===== config.mk =====
export PLATFORM = sky130hd
export DESIGN_NAME = sdram_port_arbiter_flat
export DESIGN_NICKNAME = d
export VERILOG_FILES = /design/src/rtl/sdram_port_arbiter_if.sv /design/src/rtl/sdram_port_arbiter.sv /design/src/flat_wrapper.sv
export SDC_FILE = /design/constraint.sdc
export NUM_CORES = 1
export LEC_CHECK = 0
export ABC_CLOCK_PERIOD_IN_PS = 2600
export CORE_AREA = 2 2 126 128
export CTS_CLUSTER_DIAMETER = 50
export DETAILED_ROUTE_END_ITERATION = 7
export DIE_AREA = 0 0 128 130
export PLACE_DENSITY = 0.73
export RECOVER_POWER = 50
export SLEW_MARGIN = 20
export SYNTH_ARGS = -nofsm -noshare
export SYNTH_HDL_FRONTEND = slang
export SYNTH_SLANG_ARGS = --single-unit

===== constraint.sdc =====
create_clock -name clk -period 2.6 [get_ports clk]
set_clock_uncertainty 0.15 [all_clocks]
set_input_delay 0.52 -clock clk [delete_from_list [all_inputs] [get_ports clk]]
set_output_delay 0.52 -clock clk [all_outputs]
set_load 0.01 [all_outputs]

===== src/rtl/sdram_port_arbiter_if.sv =====
// Bundle of the three requester ports and the SDRAM controller port handled by sdram_port_arbiter.
// slave: the arbiter's view. master: the requesters plus the controller, as driven by the environment.
interface sdram_port_arbiter_if #(
  parameter int ADDR_WIDTH = 25,
  parameter int DATA_WIDTH = 32
);
  logic                      req0, req1, req2;
  logic                      we0, we1, we2;
  logic [ADDR_WIDTH-1:0]     addr0, addr1, addr2;
  logic [DATA_WIDTH-1:0]     wdata0, wdata1, wdata2;
  logic [DATA_WIDTH/8-1:0]   bsel0, bsel1, bsel2;
  logic                      ack0, ack1, ack2;
  logic [DATA_WIDTH-1:0]     rdata;
  logic                      ctl_req;
  logic                      ctl_we;
  logic [ADDR_WIDTH-1:0]     ctl_addr;
  logic [DATA_WIDTH-1:0]     ctl_wdata;
  logic [DATA_WIDTH/8-1:0]   ctl_bsel;
  logic                      ctl_ack;
  logic [DATA_WIDTH-1:0]     ctl_rdata;
  logic [1:0]                grant;

  modport slave (
    input  req0, req1, req2, we0, we1, we2, addr0, addr1, addr2,
           wdata0, wdata1, wdata2, bsel0, bsel1, bsel2, ctl_ack, ctl_rdata,
    output ack0, ack1, ack2, rdata, ctl_req, ctl_we, ctl_addr, ctl_wdata,
           ctl_bsel, grant
  );

  modport master (
    output req0, req1, req2, we0, we1, we2, addr0, addr1, addr2,
           wdata0, wdata1, wdata2, bsel0, bsel1, bsel2, ctl_ack, ctl_rdata,
    input  ack0, ack1, ack2, rdata, ctl_req, ctl_we, ctl_addr, ctl_wdata,
           ctl_bsel, grant
  );
endinterface


===== src/rtl/sdram_port_arbiter.sv =====
// Three-port arbiter in front of the single SDRAM controller port; one registered transaction at a time.
// Round-robin by default; define SDRAM_ARB_PRIO_EN for port-0 priority with a starvation guard.
module sdram_port_arbiter #(
  parameter int ADDR_WIDTH   = 25,
  parameter int DATA_WIDTH   = 32,
  parameter int STARVE_LIMIT = 4
) (
  input  logic                 clk,
  input  logic                 reset_in,
  sdram_port_arbiter_if.slave  bus
);
  localparam int BW = DATA_WIDTH / 8;

  localparam logic [1:0] ST_IDLE  = 2'd0;
  localparam logic [1:0] ST_BUSY  = 2'd1;
  localparam logic [1:0] ST_ACK   = 2'd2;
  localparam logic [1:0] NO_GRANT = 2'b11;

  logic [1:0]            state_q, state_d;
  logic [1:0]            grant_q, grant_d;
  logic [1:0]            last_grant_q, last_grant_d;
  logic [2:0]            ack_q, ack_d;
  logic [DATA_WIDTH-1:0] rdata_q, rdata_d;
  logic                  ctl_req_q, ctl_req_d;
  logic                  ctl_we_q, ctl_we_d;
  logic [ADDR_WIDTH-1:0] ctl_addr_q, ctl_addr_d;
  logic [DATA_WIDTH-1:0] ctl_wdata_q, ctl_wdata_d;
  logic [BW-1:0]         ctl_bsel_q, ctl_bsel_d;

  logic [2:0]            req_s;
  logic [2:0]            elig_s;
  logic [1:0]            win_s;

`ifdef SDRAM_ARB_PRIO_EN
  localparam int CW = $clog2(STARVE_LIMIT + 1);
  logic [CW-1:0]         starve_q, starve_d;
  logic [1:0]            last_low_q, last_low_d;
  logic                  force_low_s;
`endif

  // First set bit of mask in the order last+1, last+2, last+3 (mod 3).
  function automatic logic [1:0] rr_pick(input logic [2:0] mask, input logic [1:0] last);
    logic [1:0] p1, p2, p3;
    case (last)
      2'd0:    begin p1 = 2'd1; p2 = 2'd2; p3 = 2'd0; end
      2'd1:    begin p1 = 2'd2; p2 = 2'd0; p3 = 2'd1; end
      default: begin p1 = 2'd0; p2 = 2'd1; p3 = 2'd2; end
    endcase
    if (mask[p1])      rr_pick = p1;
    else if (mask[p2]) rr_pick = p2;
    else               rr_pick = p3;
  endfunction

  // Winner selection and next-state / next-output computation.
  always_comb begin
    req_s  = {bus.req2, bus.req1, bus.req0};
    elig_s = req_s & ~ack_q;
`ifdef SDRAM_ARB_PRIO_EN
    force_low_s = (starve_q == CW'(STARVE_LIMIT)) && (elig_s[1] || elig_s[2]);
    if (force_low_s)    win_s = rr_pick({elig_s[2], elig_s[1], 1'b0}, last_low_q);
    else if (elig_s[0]) win_s = 2'd0;
    else                win_s = rr_pick(elig_s, last_grant_q);
    starve_d   = starve_q;
    last_low_d = last_low_q;
`else
    win_s = rr_pick(elig_s, last_grant_q);
`endif
    state_d      = state_q;
    grant_d      = grant_q;
    last_grant_d = last_grant_q;
    ack_d        = ack_q;
    rdata_d      = rdata_q;
    ctl_req_d    = ctl_req_q;
    ctl_we_d     = ctl_we_q;
    ctl_addr_d   = ctl_addr_q;
    ctl_wdata_d  = ctl_wdata_q;
    ctl_bsel_d   = ctl_bsel_q;

    case (state_q)
      ST_IDLE: begin
        if (|elig_s) begin
          state_d   = ST_BUSY;
          ctl_req_d = 1'b1;
          grant_d   = win_s;
          case (win_s)
            2'd0: begin
              ctl_we_d = bus.we0; ctl_addr_d = bus.addr0; ctl_wdata_d = bus.wdata0; ctl_bsel_d = bus.bsel0;
            end
            2'd1: begin
              ctl_we_d = bus.we1; ctl_addr_d = bus.addr1; ctl_wdata_d = bus.wdata1; ctl_bsel_d = bus.bsel1;
            end
            default: begin
              ctl_we_d = bus.we2; ctl_addr_d = bus.addr2; ctl_wdata_d = bus.wdata2; ctl_bsel_d = bus.bsel2;
            end
          endcase
`ifdef SDRAM_ARB_PRIO_EN
          // Only port-0 wins taken over a waiting port count toward starvation.
          if (win_s == 2'd0) begin
            if ((elig_s[1] || elig_s[2]) && (starve_q != CW'(STARVE_LIMIT))) starve_d = starve_q + CW'(1);
            else                                                             starve_d = starve_q;
          end else begin
            starve_d   = '0;
            last_low_d = win_s;
          end
`endif
        end else begin
          state_d = ST_IDLE;
        end
      end
      ST_BUSY: begin
        if (bus.ctl_ack) begin
          state_d      = ST_ACK;
          ctl_req_d    = 1'b0;
          rdata_d      = bus.ctl_rdata;
          ack_d        = 3'b001 << grant_q;
          last_grant_d = grant_q;
        end else begin
          state_d = ST_BUSY;
        end
      end
      ST_ACK: begin
        state_d = ST_IDLE;
        ack_d   = 3'b000;
        grant_d = NO_GRANT;
      end
      default: begin
        state_d   = ST_IDLE;
        ack_d     = 3'b000;
        grant_d   = NO_GRANT;
        ctl_req_d = 1'b0;
      end
    endcase
  end

  // State and output registers.
  always_ff @(posedge clk or negedge reset_in) begin
    if (!reset_in) begin
      state_q      <= ST_IDLE;
      grant_q      <= NO_GRANT;
      last_grant_q <= 2'd2;
      ack_q        <= 3'b000;
      rdata_q      <= '0;
      ctl_req_q    <= 1'b0;
      ctl_we_q     <= 1'b0;
      ctl_addr_q   <= '0;
      ctl_wdata_q  <= '0;
      ctl_bsel_q   <= '0;
`ifdef SDRAM_ARB_PRIO_EN
      starve_q     <= '0;
      last_low_q   <= 2'd2;
`endif
    end else begin
      state_q      <= state_d;
      grant_q      <= grant_d;
      last_grant_q <= last_grant_d;
      ack_q        <= ack_d;
      rdata_q      <= rdata_d;
      ctl_req_q    <= ctl_req_d;
      ctl_we_q     <= ctl_we_d;
      ctl_addr_q   <= ctl_addr_d;
      ctl_wdata_q  <= ctl_wdata_d;
      ctl_bsel_q   <= ctl_bsel_d;
`ifdef SDRAM_ARB_PRIO_EN
      starve_q     <= starve_d;
      last_low_q   <= last_low_d;
`endif
    end
  end

  assign bus.ack0      = ack_q[0];
  assign bus.ack1      = ack_q[1];
  assign bus.ack2      = ack_q[2];
  assign bus.rdata     = rdata_q;
  assign bus.ctl_req   = ctl_req_q;
  assign bus.ctl_we    = ctl_we_q;
  assign bus.ctl_addr  = ctl_addr_q;
  assign bus.ctl_wdata = ctl_wdata_q;
  assign bus.ctl_bsel  = ctl_bsel_q;
  assign bus.grant     = grant_q;
endmodule

===== src/flat_wrapper.sv =====
// flat-port wrapper written by rule: the top's interface ports become plain ports
module sdram_port_arbiter_flat 
#(
  parameter int ADDR_WIDTH   = 25,
  parameter int DATA_WIDTH   = 32,
  parameter int STARVE_LIMIT = 4
)
  (clk, reset_in, bus_req0, bus_req1, bus_req2, bus_we0, bus_we1, bus_we2, bus_addr0, bus_addr1, bus_addr2, bus_wdata0, bus_wdata1, bus_wdata2, bus_bsel0, bus_bsel1, bus_bsel2, bus_ctl_ack, bus_ctl_rdata, bus_ack0, bus_ack1, bus_ack2, bus_rdata, bus_ctl_req, bus_ctl_we, bus_ctl_addr, bus_ctl_wdata, bus_ctl_bsel, bus_grant);
  sdram_port_arbiter_if #(.ADDR_WIDTH(ADDR_WIDTH), .DATA_WIDTH(DATA_WIDTH)) bus_i ();
  input  logic clk;
  input  logic reset_in;
  input wire logic [$bits(bus_i.req0)-1:0] bus_req0;
  input wire logic [$bits(bus_i.req1)-1:0] bus_req1;
  input wire logic [$bits(bus_i.req2)-1:0] bus_req2;
  input wire logic [$bits(bus_i.we0)-1:0] bus_we0;
  input wire logic [$bits(bus_i.we1)-1:0] bus_we1;
  input wire logic [$bits(bus_i.we2)-1:0] bus_we2;
  input wire logic [$bits(bus_i.addr0)-1:0] bus_addr0;
  input wire logic [$bits(bus_i.addr1)-1:0] bus_addr1;
  input wire logic [$bits(bus_i.addr2)-1:0] bus_addr2;
  input wire logic [$bits(bus_i.wdata0)-1:0] bus_wdata0;
  input wire logic [$bits(bus_i.wdata1)-1:0] bus_wdata1;
  input wire logic [$bits(bus_i.wdata2)-1:0] bus_wdata2;
  input wire logic [$bits(bus_i.bsel0)-1:0] bus_bsel0;
  input wire logic [$bits(bus_i.bsel1)-1:0] bus_bsel1;
  input wire logic [$bits(bus_i.bsel2)-1:0] bus_bsel2;
  input wire logic [$bits(bus_i.ctl_ack)-1:0] bus_ctl_ack;
  input wire logic [$bits(bus_i.ctl_rdata)-1:0] bus_ctl_rdata;
  output wire logic [$bits(bus_i.ack0)-1:0] bus_ack0;
  output wire logic [$bits(bus_i.ack1)-1:0] bus_ack1;
  output wire logic [$bits(bus_i.ack2)-1:0] bus_ack2;
  output wire logic [$bits(bus_i.rdata)-1:0] bus_rdata;
  output wire logic [$bits(bus_i.ctl_req)-1:0] bus_ctl_req;
  output wire logic [$bits(bus_i.ctl_we)-1:0] bus_ctl_we;
  output wire logic [$bits(bus_i.ctl_addr)-1:0] bus_ctl_addr;
  output wire logic [$bits(bus_i.ctl_wdata)-1:0] bus_ctl_wdata;
  output wire logic [$bits(bus_i.ctl_bsel)-1:0] bus_ctl_bsel;
  output wire logic [$bits(bus_i.grant)-1:0] bus_grant;
  assign bus_i.req0 = bus_req0;
  assign bus_i.req1 = bus_req1;
  assign bus_i.req2 = bus_req2;
  assign bus_i.we0 = bus_we0;
  assign bus_i.we1 = bus_we1;
  assign bus_i.we2 = bus_we2;
  assign bus_i.addr0 = bus_addr0;
  assign bus_i.addr1 = bus_addr1;
  assign bus_i.addr2 = bus_addr2;
  assign bus_i.wdata0 = bus_wdata0;
  assign bus_i.wdata1 = bus_wdata1;
  assign bus_i.wdata2 = bus_wdata2;
  assign bus_i.bsel0 = bus_bsel0;
  assign bus_i.bsel1 = bus_bsel1;
  assign bus_i.bsel2 = bus_bsel2;
  assign bus_i.ctl_ack = bus_ctl_ack;
  assign bus_i.ctl_rdata = bus_ctl_rdata;
  assign bus_ack0 = bus_i.ack0;
  assign bus_ack1 = bus_i.ack1;
  assign bus_ack2 = bus_i.ack2;
  assign bus_rdata = bus_i.rdata;
  assign bus_ctl_req = bus_i.ctl_req;
  assign bus_ctl_we = bus_i.ctl_we;
  assign bus_ctl_addr = bus_i.ctl_addr;
  assign bus_ctl_wdata = bus_i.ctl_wdata;
  assign bus_ctl_bsel = bus_i.ctl_bsel;
  assign bus_grant = bus_i.grant;
  sdram_port_arbiter #(.ADDR_WIDTH(ADDR_WIDTH), .DATA_WIDTH(DATA_WIDTH), .STARVE_LIMIT(STARVE_LIMIT)) u_core (.clk(clk), .reset_in(reset_in), .bus(bus_i));
endmodule

* After elaboration in Yosys (flattened, before gate mapping)
Index checks and enable logic that the tools add are counted.
** Storage, ports and cells
- Bits in registers :: 104
- Bits of input ports :: 224
- Output and inout bits :: 100
- Logic and storage cells :: 56
** Operators by class
- $lt $le $gt $ge :: 2
- Equal/unequal tests :: 6
- Shifts and indexed selects :: 1
- Muxes and demuxes :: 23
- Bitwise operators :: 5
- Reduce and logical (&&, ||, !) cells :: 9
** Operators with widths (number)
- 32-bit one-hot mux with 2 select lines :: 1
- 25-bit one-hot mux with 2 select lines :: 1
- 2-bit one-hot mux with 2 select lines :: 5
- 2-bit 2-to-1 mux :: 4
- 4-bit one-hot mux with 2 select lines :: 1
- 2-bit AND reduction :: 4
- 2-bit by 1-bit equality test with 1-bit output, second input constant :: 3
- 2-bit zero test :: 3
- 2-bit by 3-bit < comparator with 1-bit output, second input constant :: 2
- 3-bit one-hot mux with 2 select lines :: 1
- 1-bit 2-to-1 mux :: 5
- 1-bit binary-select mux with 2-bit select :: 2
- 3-bit AND :: 1
- 3-bit 2-to-1 mux :: 1
- 1-bit NOT :: 3
- 3-bit NOT :: 1
- 1-bit one-hot mux with 3 select lines :: 1
- 3-bit AND reduction :: 1
- 3-bit OR reduction :: 1
- 1-bit by 2-bit left shift with 3-bit output, first input constant :: 1
- 2-bit equality test, second input constant :: 1
- 2-bit by 1-bit inequality test with 1-bit output, second input constant :: 1
- 2-bit inequality test, second input constant :: 1
- 1-bit one-hot mux with 2 select lines :: 1

* Longest topological paths before layout
- Word-level depth :: 8
- Mapped depth :: 6

* Worst setup path after synthesis
No wires, ideal clock.
- Kind :: reg2reg
- Start :: reg u_core.ack_q[1]
- End :: reg u_core.ctl_addr_q[0], in the netlist u_core.bus.ctl_addr[0]
- Library setup time :: 130 ps
- Arrival :: 1606 ps
- Required time :: 2320 ps
- Path slack :: 714 ps
- Stages on the path, launching flop included :: 6
- Buffers on the path :: 2
- Clock period less this slack :: 1886 ps
- Cells stage by stage :: dfrtp_1 > nand2b_1 > a311oi_2 > buf_2 > buf_2 > a31oi_1
** Between the ends
- Word-level cells in the longest chain between the ends :: 8
- Elaborated cells between the ends (all ways) :: 13
** Ends and longest elaborated chain
- start, declared :: RTL line sdram_port_arbiter.sv:22 : logic [2:0] ack_q, ack_d;
- start signal, assigned :: RTL line sdram_port_arbiter.sv:156 : ack_q <= ack_d;
- 3-bit NOT (*) :: RTL line sdram_port_arbiter.sv:57 : elig_s = req_s & ~ack_q;
- 3-bit AND (*) :: RTL line sdram_port_arbiter.sv:57
- 1-bit binary-select mux with 2-bit select :: RTL line sdram_port_arbiter.sv:50 : else if (mask[p2]) rr_pick = p2;
- 1-bit 2-to-1 mux (not written as such) :: RTL line sdram_port_arbiter.sv:50
- 2-bit 2-to-1 mux :: RTL line sdram_port_arbiter.sv:50
- 2-bit 2-to-1 mux :: RTL line sdram_port_arbiter.sv:49 : if (mask[p1]) rr_pick = p1;
- 2-bit by 1-bit equality test with 1-bit output or 2-bit zero test (tied branches) :: RTL line sdram_port_arbiter.sv:85 : case (win_s)
- 25-bit one-hot mux with 2 select lines :: RTL line sdram_port_arbiter.sv:85
- end signal, assigned :: RTL line sdram_port_arbiter.sv:160 : ctl_addr_q <= ctl_addr_d;
- end, declared :: RTL line sdram_port_arbiter.sv:26 : logic [ADDR_WIDTH-1:0] ctl_addr_q, ctl_addr_d;
Mark *: on every way between the ends. The rest lies on a longest branch, timed or not. The select of a mux whose other input is x is not followed.
A chain may end at the register's enable or synchronous reset.

* Worst setup path after layout
- Start :: in bus_req1
- End :: reg u_core.ctl_wdata_q[27], in the netlist u_core.bus.ctl_wdata[27]
** Between the ends
- Word-level cells in the longest chain between the ends :: 7
- Elaborated cells between the ends (all ways) :: 12
** Ends and longest elaborated chain
- start, declared :: RTL line flat_wrapper.sv:13 : input wire logic [$bits(bus_i.req1)-1:0] bus_req1;
- 3-bit AND (*) :: RTL line sdram_port_arbiter.sv:57
- 1-bit binary-select mux with 2-bit select :: RTL line sdram_port_arbiter.sv:50
- 1-bit 2-to-1 mux (not written as such) :: RTL line sdram_port_arbiter.sv:50
- 2-bit 2-to-1 mux :: RTL line sdram_port_arbiter.sv:50
- 2-bit 2-to-1 mux :: RTL line sdram_port_arbiter.sv:49
- 2-bit by 1-bit equality test with 1-bit output or 2-bit zero test (tied branches) :: RTL line sdram_port_arbiter.sv:85
- 32-bit one-hot mux with 2 select lines :: RTL line sdram_port_arbiter.sv:85
- end signal, assigned :: RTL line sdram_port_arbiter.sv:161 : ctl_wdata_q <= ctl_wdata_d;
- end, declared :: RTL line sdram_port_arbiter.sv:27 : logic [DATA_WIDTH-1:0] ctl_wdata_q, ctl_wdata_d;
Marked as above.

==> results.cfg <==
[outcome]
status = finished, final reports clean

[floorplan]
fp-row-count = 46
dieArea_mm2 = 0.0166
die_h_um = 130
io_pins = 324
die_x_um = 128
start_util_pct = 31.3
coreArea_mm2 = 0.0154

[worst_setup_path]
end_kind = flip-flop
startpoint = bus_req1
rr_startpoint = u_core.ack_q[1]
cp.arrival_ps = 2330
worstSetupPathType = in2reg
cp_max_fo = 38
required_ps = 2720
critPathLaunchType = input pin

[power]
peakVddDrop_mv = 0.502
leakagePower_nw = 3.34
internal-power_mw = 5.87
power_frac_comb_pct = 55.1
sw_frac_of_total_pct = 38.0
power_switching_mw = 3.60
clockPowerShare_pct = 13.7
fin_total_pwr_mw = 9.46
pwr-share-seq_pct = 31.1
power.density_mw_per_mm2 = 1100

[detailed_routing]
drc = 0
routed_wl_mm = 17.1
viasPerCell = 4.98
dr.pass1.iters = 5
drtIter0Drc = 307
ant_nets = 0
vias = 4825
routedWlPerCell_um = 17.7

[timing]
relSlewSlack_pct = 43.6
hold_ws_ps = 355
slew_viol_final = 0
hold_violations = 0
min_period_ps = 2210
fmax_ghz = 0.452
setup_violations = 0
rsz0062_at_grt = false
worst_pin_slew_ps = 846
fin_setup_tns_ps = 0
finalCritPeriodShare_pct = 85.0

[logic_synthesis]
synth-compound-area-share_pct = 20.7
synth_fa_ha_area_share_pct = 0
syn_nets = 683
synth_simple_gate_area_share_pct = 12.5
syn_inst = 459
syn_area_mm2 = 0.00483
muxShareOfSynthArea_pct = 8.34
yosys_warnings = 0
ys_ff_latch = 104
ys_seq_area_share_pct = 53.9
synth_cell_type_count = 32
synth_top_family_by_area = compound AO/OA/AOI/OAI gates
synthXorXnorAreaFrac_pct = 0
synth_area_per_cell_um2 = 10.5

[global_route]
busiest_layer = met2
met3_usage_pct = 4.59
antenna_found_initial = 0
met2_usage_pct = 34.4
gr-total-overflow = 0
grt_pass1_wl_mm = 25.5
use_met1_pct = 23.3
grt_usage_pct = 19.7
grt_max_degree = 79
grt_pass1_vias = 4844

[place]
gp_congestion = 0.864
dp_hpwl_mm = 13.2
io_buffers = 323
dp_cells = 951

[cts]
clk_pin_slew_ps = 80
h-tree-depth = 3
clock_latency_ps = 340
clockRootBuffer = clkbuf_16
cts_sinks = 104
cts_buffers = 9
cts_tree = yes
cts_buffer_depth = 2
cts_setup_buffers = 0

[layout]
final_cells = 968
syn_to_final_growth_pct = 77.7
num-fill-cells = 1318
diodes = 0
final_nets = 995
drive_gt1_share_pct = 10.3

[hold_path]
min_from = u_core.bus.rdata[22]
min_path_type = reg2reg

[flow_run]
max_cap_viol_count = 0
layer usage:
layer,vias up,share of wire [%]
met3,31,7.0
met2,196,51
met5,-,0
met4,0,2.8
li1,2298,-
met1,2300,39
kinds of logic (layout without fill, tap and decap cells):
kind of cell / Yosys count / in the layout
AOI/OAI and AO/OA: 135 / 135
and+or+nand+nor: 147 / 147
buffers and inverters: 37 / 354
DFF: 104 / 104
muxes: 36 / 36
worst max-delay path: stages:
cell and delay, ps:
dlygate4sd3_1 560, nand2b_1 200, a221oi_4 430, buf_12 260, a22oi_1 140, a31oi_1 200
cell usage in the layout, fill, tap and decap left out, drive strengths merged, types with 4 or more instances in the layout:
cell / count
clkdlybuf4s50: 279
dfrtp: 101
nor2: 67
nand2: 66
a31oi: 63
a22oi: 62
dlygate4sd3: 44
mux2: 34
buf: 12
clkbuf: 11
nand2b: 4
a21oi: 4
clkinvlp: 4
path summary, 6_finish.rpt:
check	end	slack, ps	cells after the start
worst max-delay path	u_core.bus.ctl_wdata[27]	390	6
worst min-delay path	u_core.bus.rdata[22]	350	1
worst max register to register	u_core.bus.ctl_wdata[27]	600	5
worst min register to register	u_core.bus.rdata[22]	350	1
max in group asynchronous	u_core.bus.rdata[6]	450	3
min in group asynchronous	u_core.bus.rdata[10]	680	2
registers in the layout (all words and copies together) (netlist names):
register	cells
u_core.ack_q	3
u_core.bus.ctl_addr	25
u_core.bus.ctl_bsel	4
u_core.bus.ctl_req	1
u_core.bus.ctl_wdata	32
u_core.bus.ctl_we	1
u_core.bus.grant	2
u_core.bus.rdata	32
u_core.last_grant_q	2
u_core.state_q	2
area by class of cell:
cell class / instances / area (µm²) / area share, %
timing repair buffer: 337 / 3430 / 40.0
clock inverter: 7 / 55.1 / 0.641
sequential: 104 / 2610 / 30.4
tap: 192 / 240 / 2.80
multi-input combinational: 318 / 2020 / 23.5
clock buffer: 9 / 225 / 2.62
inverter: 1 / 3.75 / 0.0437
stage by stage:
stage	cell area (µm²)	setup WS, ps	utilization, %
final	8580	390	55.6
after global routing	8580	178	55.6
after CTS	8590	411	55.7
after detailed placement	8300	114	53.8
after global placement	8300	157	53.8
after floorplan	4830	714	-
power by group through the flow:
stage,registers [mW],clock network (mW),logic (mW)
2_1_floorplan,3.30,0,2.39
5_1_grt,3.06,1.41,5.67
6_report,2.95,1.30,5.21
3_5_place_dp,3.00,0,5.38
3_3_place_gp,2.96,0,5.27
4_1_cts,2.97,1.33,5.40
synthesized netlist by cell type:
master | n | area share, %
buf_4 | 1 | 0.16
o21ai_0 | 1 | 0.10
inv_1 | 1 | 0.078
a221oi_4 | 1 | 0.54
a31oi_2 | 1 | 0.26
a211oi_4 | 1 | 0.41
nor3b_1 | 3 | 0.47
mux2i_1 | 2 | 0.41
and4bb_2 | 1 | 0.26
nor2b_1 | 1 | 0.13
buf_6 | 7 | 1.6
a311oi_2 | 1 | 0.31
nand3_1 | 1 | 0.10
nand2_1 | 66 | 5.1
nand2b_1 | 4 | 0.52
dfrtp_1 | 101 | 52
a22oi_2 | 6 | 1.6
a31oi_1 | 62 | 8.0
a32o_1 | 1 | 0.21
nor2_2 | 1 | 0.13
o211a_1 | 1 | 0.21
dfstp_2 | 3 | 1.6
a21oi_1 | 4 | 0.41
or2_4 | 1 | 0.18
mux2_2 | 34 | 7.9
a22oi_1 | 56 | 8.7
or3b_1 | 1 | 0.18
nor3_1 | 1 | 0.10
buf_2 | 16 | 1.7
clkbuf_1 | 12 | 0.93
nor2_1 | 66 | 5.1
nor4b_1 | 1 | 0.18
timing repair:
item	CTS	global route
hold endpoints to repair	26	0
resized for setup	0	0
hold buffers	1	0
(Power assumes the default switching activity.)
